--- config.mk ---
export PLATFORM = sky130hd
export DESIGN_NAME = hex_display_scanner_flat
export DESIGN_NICKNAME = d
export VERILOG_FILES = /design/src/rtl/hex_display_scanner_if.sv /design/src/rtl/hex_display_scanner.sv /design/src/flat_wrapper.sv
export SDC_FILE = /design/constraint.sdc
export NUM_CORES = 1
export LEC_CHECK = 0
export CAP_MARGIN = 20
export CORE_MARGIN = 2
export CORE_UTILIZATION = 43
export DETAILED_ROUTE_END_ITERATION = 16
export GPL_TIMING_DRIVEN = 0
export PLACE_DENSITY = 0.78
export RECOVER_POWER = 50
export REMOVE_ABC_BUFFERS = 1
export SYNTH_ARGS = -nofsm -noshare
export SYNTH_HDL_FRONTEND = slang
export SYNTH_SLANG_ARGS = --single-unit
export TNS_END_PERCENT = 5
--- constraint.sdc ---
create_clock -name clk -period 5.7 [get_ports clk]
set_input_delay 1.71 -clock clk [delete_from_list [all_inputs] [get_ports clk]]
set_output_delay 1.71 -clock clk [all_outputs]
set_load 0.01 [all_outputs]
--- src/rtl/hex_display_scanner_if.sv ---
// Write-side handshake bundle for hex_display_scanner: a 32-bit word offered with
// valid/ready. The scanner is the slave; the word source is the master.
interface hex_display_scanner_if;
    logic        wr_valid;
    logic [31:0] wr_data;
    logic        wr_ready;

    modport master (output wr_valid, output wr_data, input  wr_ready);
    modport slave  (input  wr_valid, input  wr_data, output wr_ready);
endinterface

--- src/rtl/hex_display_scanner.sv ---
// Time-multiplexes a double-buffered 32-bit word across DIGITS common-anode 7-seg digits.
// Optional feature macro: LEADING_ZERO_BLANK_EN (suppresses anodes above the top non-zero nibble).
module hex_display_scanner #(
    parameter int DIGITS       = 8,
    parameter int PRESCALE     = 50000,
    parameter int BLANK_CYCLES = 2
) (
    input  logic                  clk,
    input  logic                  rst_n,
    hex_display_scanner_if.slave  wr,
    output logic [31:0]           nibble_data,
    output logic [DIGITS-1:0]     digit_an,
    output logic [2:0]            digit_idx,
    output logic                  frame_done
);

    localparam int CW = $clog2(PRESCALE);

    typedef enum logic {
        BLANK = 1'b0,
        DRIVE = 1'b1
    } state_t;

    state_t        state_reg,        state_next;
    logic [CW-1:0] cnt_reg,          cnt_next;
    logic [2:0]    idx_reg,          idx_next;
    logic [31:0]   active_reg,       active_next;
    logic [31:0]   pending_reg,      pending_next;
    logic          pending_full_reg, pending_full_next;
    logic [3:0]    nibble_reg,       nibble_next;
    logic          frame_done_reg,   frame_done_next;

    logic          accept;
    logic          commit;
    logic [2:0]    idx_wrap;
    logic [31:0]   src_word;
    logic [DIGITS-1:0] show;

    always_ff @(posedge clk or negedge rst_n) begin
        if (!rst_n) begin
            state_reg        <= BLANK;
            cnt_reg          <= '0;
            idx_reg          <= '0;
            active_reg       <= '0;
            pending_reg      <= '0;
            pending_full_reg <= 1'b0;
            nibble_reg       <= '0;
            frame_done_reg   <= 1'b0;
        end else begin
            state_reg        <= state_next;
            cnt_reg          <= cnt_next;
            idx_reg          <= idx_next;
            active_reg       <= active_next;
            pending_reg      <= pending_next;
            pending_full_reg <= pending_full_next;
            nibble_reg       <= nibble_next;
            frame_done_reg   <= frame_done_next;
        end
    end

    assign accept   = wr.wr_valid & ~pending_full_reg;
    assign idx_wrap = (idx_reg == 3'(DIGITS - 1)) ? 3'd0 : idx_reg + 3'd1;
    // Commit only uses the pending flag as it stood before this edge, so a word
    // accepted on the boundary cycle itself waits for the following frame.
    assign commit   = (state_reg == DRIVE) && (cnt_reg == CW'(PRESCALE - 1))
                      && (idx_reg == 3'(DIGITS - 1)) && pending_full_reg;
    assign src_word = commit ? pending_reg : active_reg;

    always_comb begin
        state_next        = state_reg;
        cnt_next          = cnt_reg;
        idx_next          = idx_reg;
        active_next       = active_reg;
        pending_next      = pending_reg;
        pending_full_next = pending_full_reg;
        nibble_next       = nibble_reg;
        frame_done_next   = 1'b0;

        if (accept) begin
            pending_next      = wr.wr_data;
            pending_full_next = 1'b1;
        end

        case (state_reg)
            BLANK: begin
                cnt_next = cnt_reg + CW'(1);
                if (cnt_reg == CW'(BLANK_CYCLES - 1)) begin
                    state_next = DRIVE;
                end
            end
            DRIVE: begin
                if (cnt_reg == CW'(PRESCALE - 1)) begin
                    state_next  = BLANK;
                    cnt_next    = '0;
                    idx_next    = idx_wrap;
                    nibble_next = src_word[{idx_wrap, 2'b00} +: 4];
                    if (commit) begin
                        active_next       = pending_reg;
                        pending_full_next = 1'b0;
                        frame_done_next   = 1'b1;
                    end
                end else begin
                    cnt_next = cnt_reg + CW'(1);
                end
            end
            default: begin
                state_next = BLANK;
                cnt_next   = '0;
            end
        endcase
    end

`ifdef LEADING_ZERO_BLANK_EN
    logic [DIGITS-1:0] nz;

    for (genvar gi = 0; gi < DIGITS; gi++) begin : g_lzb
        assign nz[gi] = |active_reg[4*gi +: 4];
        if (gi == 0) begin : g_first
            assign show[gi] = 1'b1;
        end else begin : g_upper
            assign show[gi] = |nz[DIGITS-1:gi];
        end
    end
`else
    assign show = '1;
`endif

    for (genvar gi = 0; gi < DIGITS; gi++) begin : g_an
        assign digit_an[gi] = ~((state_reg == DRIVE) && (idx_reg == 3'(gi)) && show[gi]);
    end

    assign wr.wr_ready  = ~pending_full_reg;
    assign nibble_data  = {28'b0, nibble_reg};
    assign digit_idx    = idx_reg;
    assign frame_done   = frame_done_reg;

endmodule

--- src/flat_wrapper.sv ---
// flat-port wrapper written by rule: the top's interface ports become plain ports
module hex_display_scanner_flat 
#(
    parameter int DIGITS       = 8,
    parameter int PRESCALE     = 50000,
    parameter int BLANK_CYCLES = 2
)
  (clk, rst_n, nibble_data, digit_an, digit_idx, frame_done, wr_wr_valid, wr_wr_data, wr_wr_ready);
  hex_display_scanner_if wr_i ();
  input  logic clk;
  input  logic rst_n;
  output logic [31:0] nibble_data;
  output logic [DIGITS-1:0] digit_an;
  output logic [2:0] digit_idx;
  output logic frame_done;
  input wire logic [$bits(wr_i.wr_valid)-1:0] wr_wr_valid;
  input wire logic [$bits(wr_i.wr_data)-1:0] wr_wr_data;
  output wire logic [$bits(wr_i.wr_ready)-1:0] wr_wr_ready;
  assign wr_i.wr_valid = wr_wr_valid;
  assign wr_i.wr_data = wr_wr_data;
  assign wr_wr_ready = wr_i.wr_ready;
  hex_display_scanner #(.DIGITS(DIGITS), .PRESCALE(PRESCALE), .BLANK_CYCLES(BLANK_CYCLES)) u_core (.clk(clk), .rst_n(rst_n), .wr(wr_i), .nibble_data(nibble_data), .digit_an(digit_an), .digit_idx(digit_idx), .frame_done(frame_done));
endmodule
==> run summary <==
The clock reaches the later pin of the worst-skew pair after 0.37 ns. Counting flops with a built-in enable in the synthesized netlist gives 0. The total number of placement rows is 36. The flip-flop and latch count after synthesis is 90. The half-perimeter wire length after placement came out at 5770 um. The violation count after the first detailed-routing iteration is 134. sky130_fd_sc_hd__dfrtp_1 is the most common cell in the netlist. The hold buffer count at CTS came out at 0.

Of all flip-flops after synthesis, the portion carrying an async set or reset was 1.00. The largest total area in the synthesized netlist belongs to sky130_fd_sc_hd__dfrtp_1. For this run, the slowest stage of the critical path takes 1.27 ns.

Using the TritonRoute via totals, the vias-per-cell ratio works out to 5.16. The layout filler cell count came out at 829. In this run the mean area of a mapped cell was 11.8 sq um. The final hold violation count is 0.

The netlist area before placement came out at 4270 sq um. The region available for standard cell placement spans 9680 sq um. The deepest clock path buffer count is 2.

Together, buffers and inverters on the worst path number 2. The final-stage net count is 453. The nature of the critical path startpoint is an input port. The area added between synthesis and finish came out at 16.7%. The slew at the pin closest to its max-slew limit came out at 1.49 ns. The die is 104 um wide. The number of antenna violations at the first check in global routing is 0.

In the synthesized netlist, the cells that appear most often are 90 x sky130_fd_sc_hd__dfrtp_1, 32 x sky130_fd_sc_hd__mux2_2, 29 x sky130_fd_sc_hd__mux2_1, 28 x sky130_fd_sc_hd__buf_4, 27 x sky130_fd_sc_hd__nor2_1. The number of distinct library cell variants in the gate-level netlist after synthesis is 42. The total DRC errors in the routed layout came out at 0. The sequential area share after synthesis came out at 0.528.

The final RePlAce weighted congestion came out at 0.870. At the worst endpoint, the arrival time is 4.05 ns. The final reports fail on max-capacitance violations.

For this run, the total global-route usage over all layers was measured as 0.156. After detailed placement, the design holds a cell count of 532. TritonCTS built the clock tree. The worst setup path is captured at an asynchronous set/reset pin. The area fraction of the dominant cell type after synthesis came out at 0.528. The global-route wire length before repair came out at 13400 um. Walking the worst path, the cells encountered are clkbuf_1 > clkbuf_2. Max-cap violations in this run came to 1. Setup repair after global routing left no endpoint under its margin. The die area is 10700 sq um. The maximum clock skew at final layout is 0.0188 ns. The cell sitting at the root of the clock tree is a sky130_fd_sc_hd__clkbuf_8. The post-route antenna net violation count is 0.

The pin count of the biggest net entering global routing came out at 64. Summing all multi-input logic gate instances after layout gives 1820 sq um. The max-slew violation count was 0. The height of the die came out at 104 um. The run finished, with violations left. For this design the top-level I/O count stands at 80. The critical setup path kind is in2async. The sum of routed wire length over all layers came out at 7920 um. Once the clock tree was built, the resizer swapped 0 gates to a different size. In the final routed layout, each cell accounts on average for 14.5 um. The upper clock frequency limit came out at 0.261 GHz. Ranked by total cell area, the synthesized netlist is headed by sky130_fd_sc_hd__dfrtp_1 53%, sky130_fd_sc_hd__mux2_2 8.4%, sky130_fd_sc_hd__mux2_1 7.7%.

The combined flip-flop and latch cell area came out at 2250 sq um. The number of port buffers came out at 51. Dividing total power by cell area gives a power density of 237 nW/um^2. The clock sink total came out at 90. Data on the critical path is required at its endpoint by 5.93 ns. Measured against its own limit, the worst slew margin works out to 0.00852. The cell count after synthesis came out at 363.

TritonCTS created 9 clock buffers. The count of non-filler cells in the finished layout is 548. The end-of-flow core utilization came out at 0.514. The first TritonRoute pass finished after 4 iterations.

In this run the worst hold path is classified as reg2reg. The main flop type after synthesis is sky130_fd_sc_hd__dfrtp_1. The clock transition at the registers of the reported paths is 0.10 ns. The synthesis warning total is 0. The total inserted antenna cells came out at 0. Buffers added to address setup during post-CTS repair amount to 0. Setup violations remaining at the end of the flow were counted as 0. In this design, the largest share of critical-path delay is due to buffers and inverters. The clock tree synthesis step divided the H-tree into 3 levels. The minimum clock period after layout is 3.83 ns. Summed over all layers, the global routing overflow is 0. The largest individual stage delay along the critical path comes from the cell sky130_fd_sc_hd__clkbuf_2. The leakage power summed over all cells is 2.30 nW. The final critical-path share of the clock period is 0.671. The share of cells above drive strength 1 is 0.137. In this run the worst path has a maximum fanout of 63.

The worst ir drop on vdd came out at 128 uV. The initial utilization of the core area, before any placement, comes to 0.441. The vias after detailed routing came out at 2829. The via count of the first global-routing pass is 2845.
[power by group]
part           internal, mW  total, mW  switching [mW]
clock                 0.176      0.430           0.255
combinational        0.0385     0.0675          0.0290
sequential            0.664      0.681          0.0165
total                 0.878       1.18           0.300
[logic make-up after synthesis]
kind of cell	synth area share
AND/OR/NAND/NOR	0.120
buffers and inverters	0.0689
AO/OA/AOI/OAI	0.0645
flip-flops	0.528
other	0.000879
multiplexers	0.168
XOR/XNOR	0.0267
adder cells (fa/ha/maj)	0.0235
[metrics by stage]
stage	setup WS, ns	hold WS [ns]	total power, mW	TNS [ns]	area [sq um]
after CTS	2.03	0.493	1.19	0	5010
after global placement	-0.244	0.470	0.760	-21.45	4770
final	1.87	0.486	1.18	0	4980
after global routing	1.30	0.514	1.23	0	4980
after floorplan	2.00	0.454	0.717	0	4100
after detailed placement	2.12	0.470	0.766	0	4810
[metal layers]
layer	up-vias	part of all wire	track usage
li1	1326	-	-
met1	1388	0.45	0.196
met2	100	0.47	0.244
met3	15	0.058	0.0453
met4	0	0.022	0.0811
met5	-	0	0
[cells in the final DEF, fill, tap and decap left out, types with 2 or more instances in the layout]
cell and instances:
sky130_fd_sc_hd__mux2_2 32, sky130_fd_sc_hd__nand4_1 6, sky130_fd_sc_hd__mux2_1 29, sky130_fd_sc_hd__o21ai_1 3
sky130_fd_sc_hd__o22a_1 4, sky130_fd_sc_hd__mux2i_1 3, sky130_fd_sc_hd__a41oi_1 2, sky130_fd_sc_hd__xor2_1 6
sky130_fd_sc_hd__a311oi_1 3, sky130_fd_sc_hd__nor4_1 2, sky130_fd_sc_hd__nand2_1 24, sky130_fd_sc_hd__o31ai_1 3
sky130_fd_sc_hd__nand3_1 13, sky130_fd_sc_hd__inv_6 2, sky130_fd_sc_hd__inv_1 6, sky130_fd_sc_hd__o2111ai_1 3
sky130_fd_sc_hd__clkinv_8 2, sky130_fd_sc_hd__conb_1 28, sky130_fd_sc_hd__o21ai_0 16, sky130_fd_sc_hd__and3_1 5
sky130_fd_sc_hd__or3_4 2, sky130_fd_sc_hd__o211a_1 3, sky130_fd_sc_hd__nor3_1 8, sky130_fd_sc_hd__xnor2_1 7
sky130_fd_sc_hd__dfrtp_1 90, sky130_fd_sc_hd__nor2_1 27, sky130_fd_sc_hd__ha_1 8, sky130_fd_sc_hd__clkbuf_8 9
sky130_fd_sc_hd__clkdlybuf4s50_1 50, sky130_fd_sc_hd__inv_8 2, sky130_fd_sc_hd__and2_1 2
[cell type report]
class | instances | share of cell area
Timing Repair Buffer | 52 | 0.102
Multi-Input combinational cell | 251 | 0.366
Tap cell | 133 | 0.0334
Clock buffer | 9 | 0.0249
Inverter | 6 | 0.00452
Sequential cell | 90 | 0.452
Clock inverter | 7 | 0.0163
[final timing paths]
check | slack (ns) | depth (start not counted) | start | to
setup / recovery | 1.87 | 2 | rst_n | u_core.pending_reg[8]
max in group clk | 2.05 | 4 | u_core.digit_idx[0] | digit_an[7]
setup reg to reg | 3.07 | 7 | u_core.cnt_reg[0] | u_core.nibble_reg[3]
hold reg to reg | 0.49 | 1 | u_core.pending_reg[4] | u_core.active_reg[4]
min in group asynchronous | 1.68 | 1 | rst_n | u_core.pending_reg[16]
hold / removal | 0.49 | 1 | u_core.pending_reg[4] | u_core.active_reg[4]
(Power assumes the default switching activity.)
==> RTL edit, RTL diff (same settings) <==
`PRESCALE` is set to 50000 in 2 places; all go to 12500.
--- a/src/rtl/hex_display_scanner.sv
+++ b/src/rtl/hex_display_scanner.sv
@@ -3,5 +3,5 @@
 module hex_display_scanner #(
     parameter int DIGITS       = 8,
-    parameter int PRESCALE     = 50000,
+    parameter int PRESCALE     = 12500,
     parameter int BLANK_CYCLES = 2
 ) (
--- a/src/flat_wrapper.sv
+++ b/src/flat_wrapper.sv
@@ -3,5 +3,5 @@
 #(
     parameter int DIGITS       = 8,
-    parameter int PRESCALE     = 50000,
+    parameter int PRESCALE     = 12500,
     parameter int BLANK_CYCLES = 2
 )
Function: no difference found for any inputs over 10 cycles, from zero or initial values and one cycle with rst_n low; that may be too few to reach the edited logic, so the function may still have changed.
==> RTL edit against the unedited design <==
The flow finishes with violations (max-capacitance violations, max-slew violations). Power shrank 5.9%. Setup slack lost 450 ps. Critical path depth grew 2. Sequential cell count shrank 2. Area after synthesis grew 1.5%. Worst hold slack lost 13 ps. Via count grew 4.9%. Maximum frequency shrank 11%. Sequential share of layout area shrank 0.85 points. Design area shrank 0.35%. Clock skew shrank 9.9 ps. Combinational power grew 5.9%. Wire length grew 3.0%. Critical path type is now reg -> out. Largest cell class unchanged. Highest routed layer unchanged.
==> RTL edit: results (changes against the unedited design) <==
outcome: "finished with violations"  # unchanged
violations: "max-capacitance violations, max-slew violations"  # was max-capacitance violations
gp_congestion: 0.8266  # was 0.8698
fin_cells: 604  # was 548
final_layout_size_suffix_gt1_share_pct: 12.53  # was 13.73%
path_clk_slew_ps: 80  # was 100 ps
synth_cell_types: 38  # was 42
multi_input_gates: 307  # was 251
cp.arrival_ps: 2570  # was 4050 ps
seq_share_pct: 44.38  # was 45.23%
grt_usage_pct: 15.93  # was 15.56%
final-max-slew-violation-count: 33  # was 0
top_layer: "met4"  # unchanged
n_all_buffers: 55  # was 52
synth_commonest_cells: "nand2_1, dfrtp_1, mux2_2, nor2_1, buf_4"  # was dfrtp_1, mux2_2, mux2_1, buf_4, nor2_1
maxCapViolations: 1  # unchanged
p_leak_uw: 0.002354  # was 0.002303 uW
clockBufferCount: 10  # was 9
cp_max_fo: 15  # was 63
postSynthCellCount: 424  # was 363
place_inst: 588  # was 532
dr.pass1.iters: 4  # unchanged
clock_latency_ps: 350  # was 370 ps
wl_met1_mm: 3.596  # was 3.533 mm
met2WireLength_mm: 4.050  # was 3.756 mm
synth_seq_area_share_pct: 50.85  # was 52.79%
hold_slack_ps: 472.9  # was 486.0 ps
grt_max_degree: 58  # was 64
nNetsFinal: 510  # was 453
critical_path.max_stage_delay_ps: 790  # was 1270 ps
crit_path_top_delay_cell: "dfrtp_1"  # was clkbuf_2
seq_cell_count: 88  # was 90
hpwlAfterDp_mm: 5.700  # was 5.769 mm
multi_input_area_mm2: 0.001869  # was 0.001824 mm^2
nonClkBufAreaFrac_pct: 10.87  # was 10.23%
ir_worst_vdd_v: 0.0001447  # was 0.0001277 V
num_vias: 2968  # was 2829
nFillCells: 874  # was 829
route.met3.wl_um: 429  # was 457 um
postRouteWirelength_mm: 8.160  # was 7.921 mm
yosys-top-cells-area: "dfrtp_1, nand2_1, mux2_2"  # was dfrtp_1, mux2_2, mux2_1
tightest_slew_ps: 1705  # was 1487 ps
grt_pass1_wl_mm: 13.97  # was 13.45 mm
## RTL edit: cell families (layout without fill, tap and decap cells)
family                   Yosys count  in the layout  synth area share (%)
multiplexers                      52             52                 14.10
XOR/XNOR                          12             12                 2.427
buffers and inverters             56             76                 8.408
AND/OR/NAND/NOR                  183            183                 18.06
flip-flops                        88             88                 50.85
adder cells (fa/ha/maj)            8              8                 2.312
other                              1             28               0.08660
AO/OA/AOI/OAI                     24             24                 3.756
## RTL edit: power groups by stage
stage / logic (uW) / clock network (uW) / registers [uW]
after global routing: 79.4 / 410 / 672
after detailed placement: 75.4 / 0 / 682
after CTS: 75.4 / 377 / 669
after floorplan: 34.4 / 0 / 674
final: 71.5 / 368 / 669
after global placement: 70.5 / 0 / 680
## RTL edit: worst max-delay path, delay by kind of cell, from the launching register on
kind | cells | cell delay [ps]
AND/OR/NAND/NOR | 1 | 100
buffers and inverters | 1 | 500
flip-flops | 1 | 790
adder cells (fa/ha/maj) | 2 | 820
## RTL edit: path summary, 6_finish.rpt
kind | startpoint | endpoint | depth (start not counted)
max reg2reg | u_core.cnt_reg[9] | u_core.active_reg[4] | 8
min | u_core.active_reg[10] | u_core.active_reg[10] | 2
min in group asynchronous | rst_n | u_core.active_reg[14] | 1
max in group asynchronous | rst_n | u_core.pending_reg[4] | 2
min reg2reg | u_core.active_reg[10] | u_core.active_reg[10] | 2
max | u_core.digit_idx[0] | digit_an[7] | 4
## RTL edit: layer usage
layer	vias up	track usage [%]
met4	0	5.019
met2	94	26.42
li1	1437	-
met5	-	0
met3	8	4.198
met1	1429	20.38
## RTL edit: per-stage QoR
stage	area [um^2]	setup WS (ps)
2_1_floorplan	4090	1834
3_3_place_gp	4767	-173.3
3_5_place_dp	4825	1774
4_1_cts	4987	1394
5_1_grt	4962	1189
6_report	4962	1424
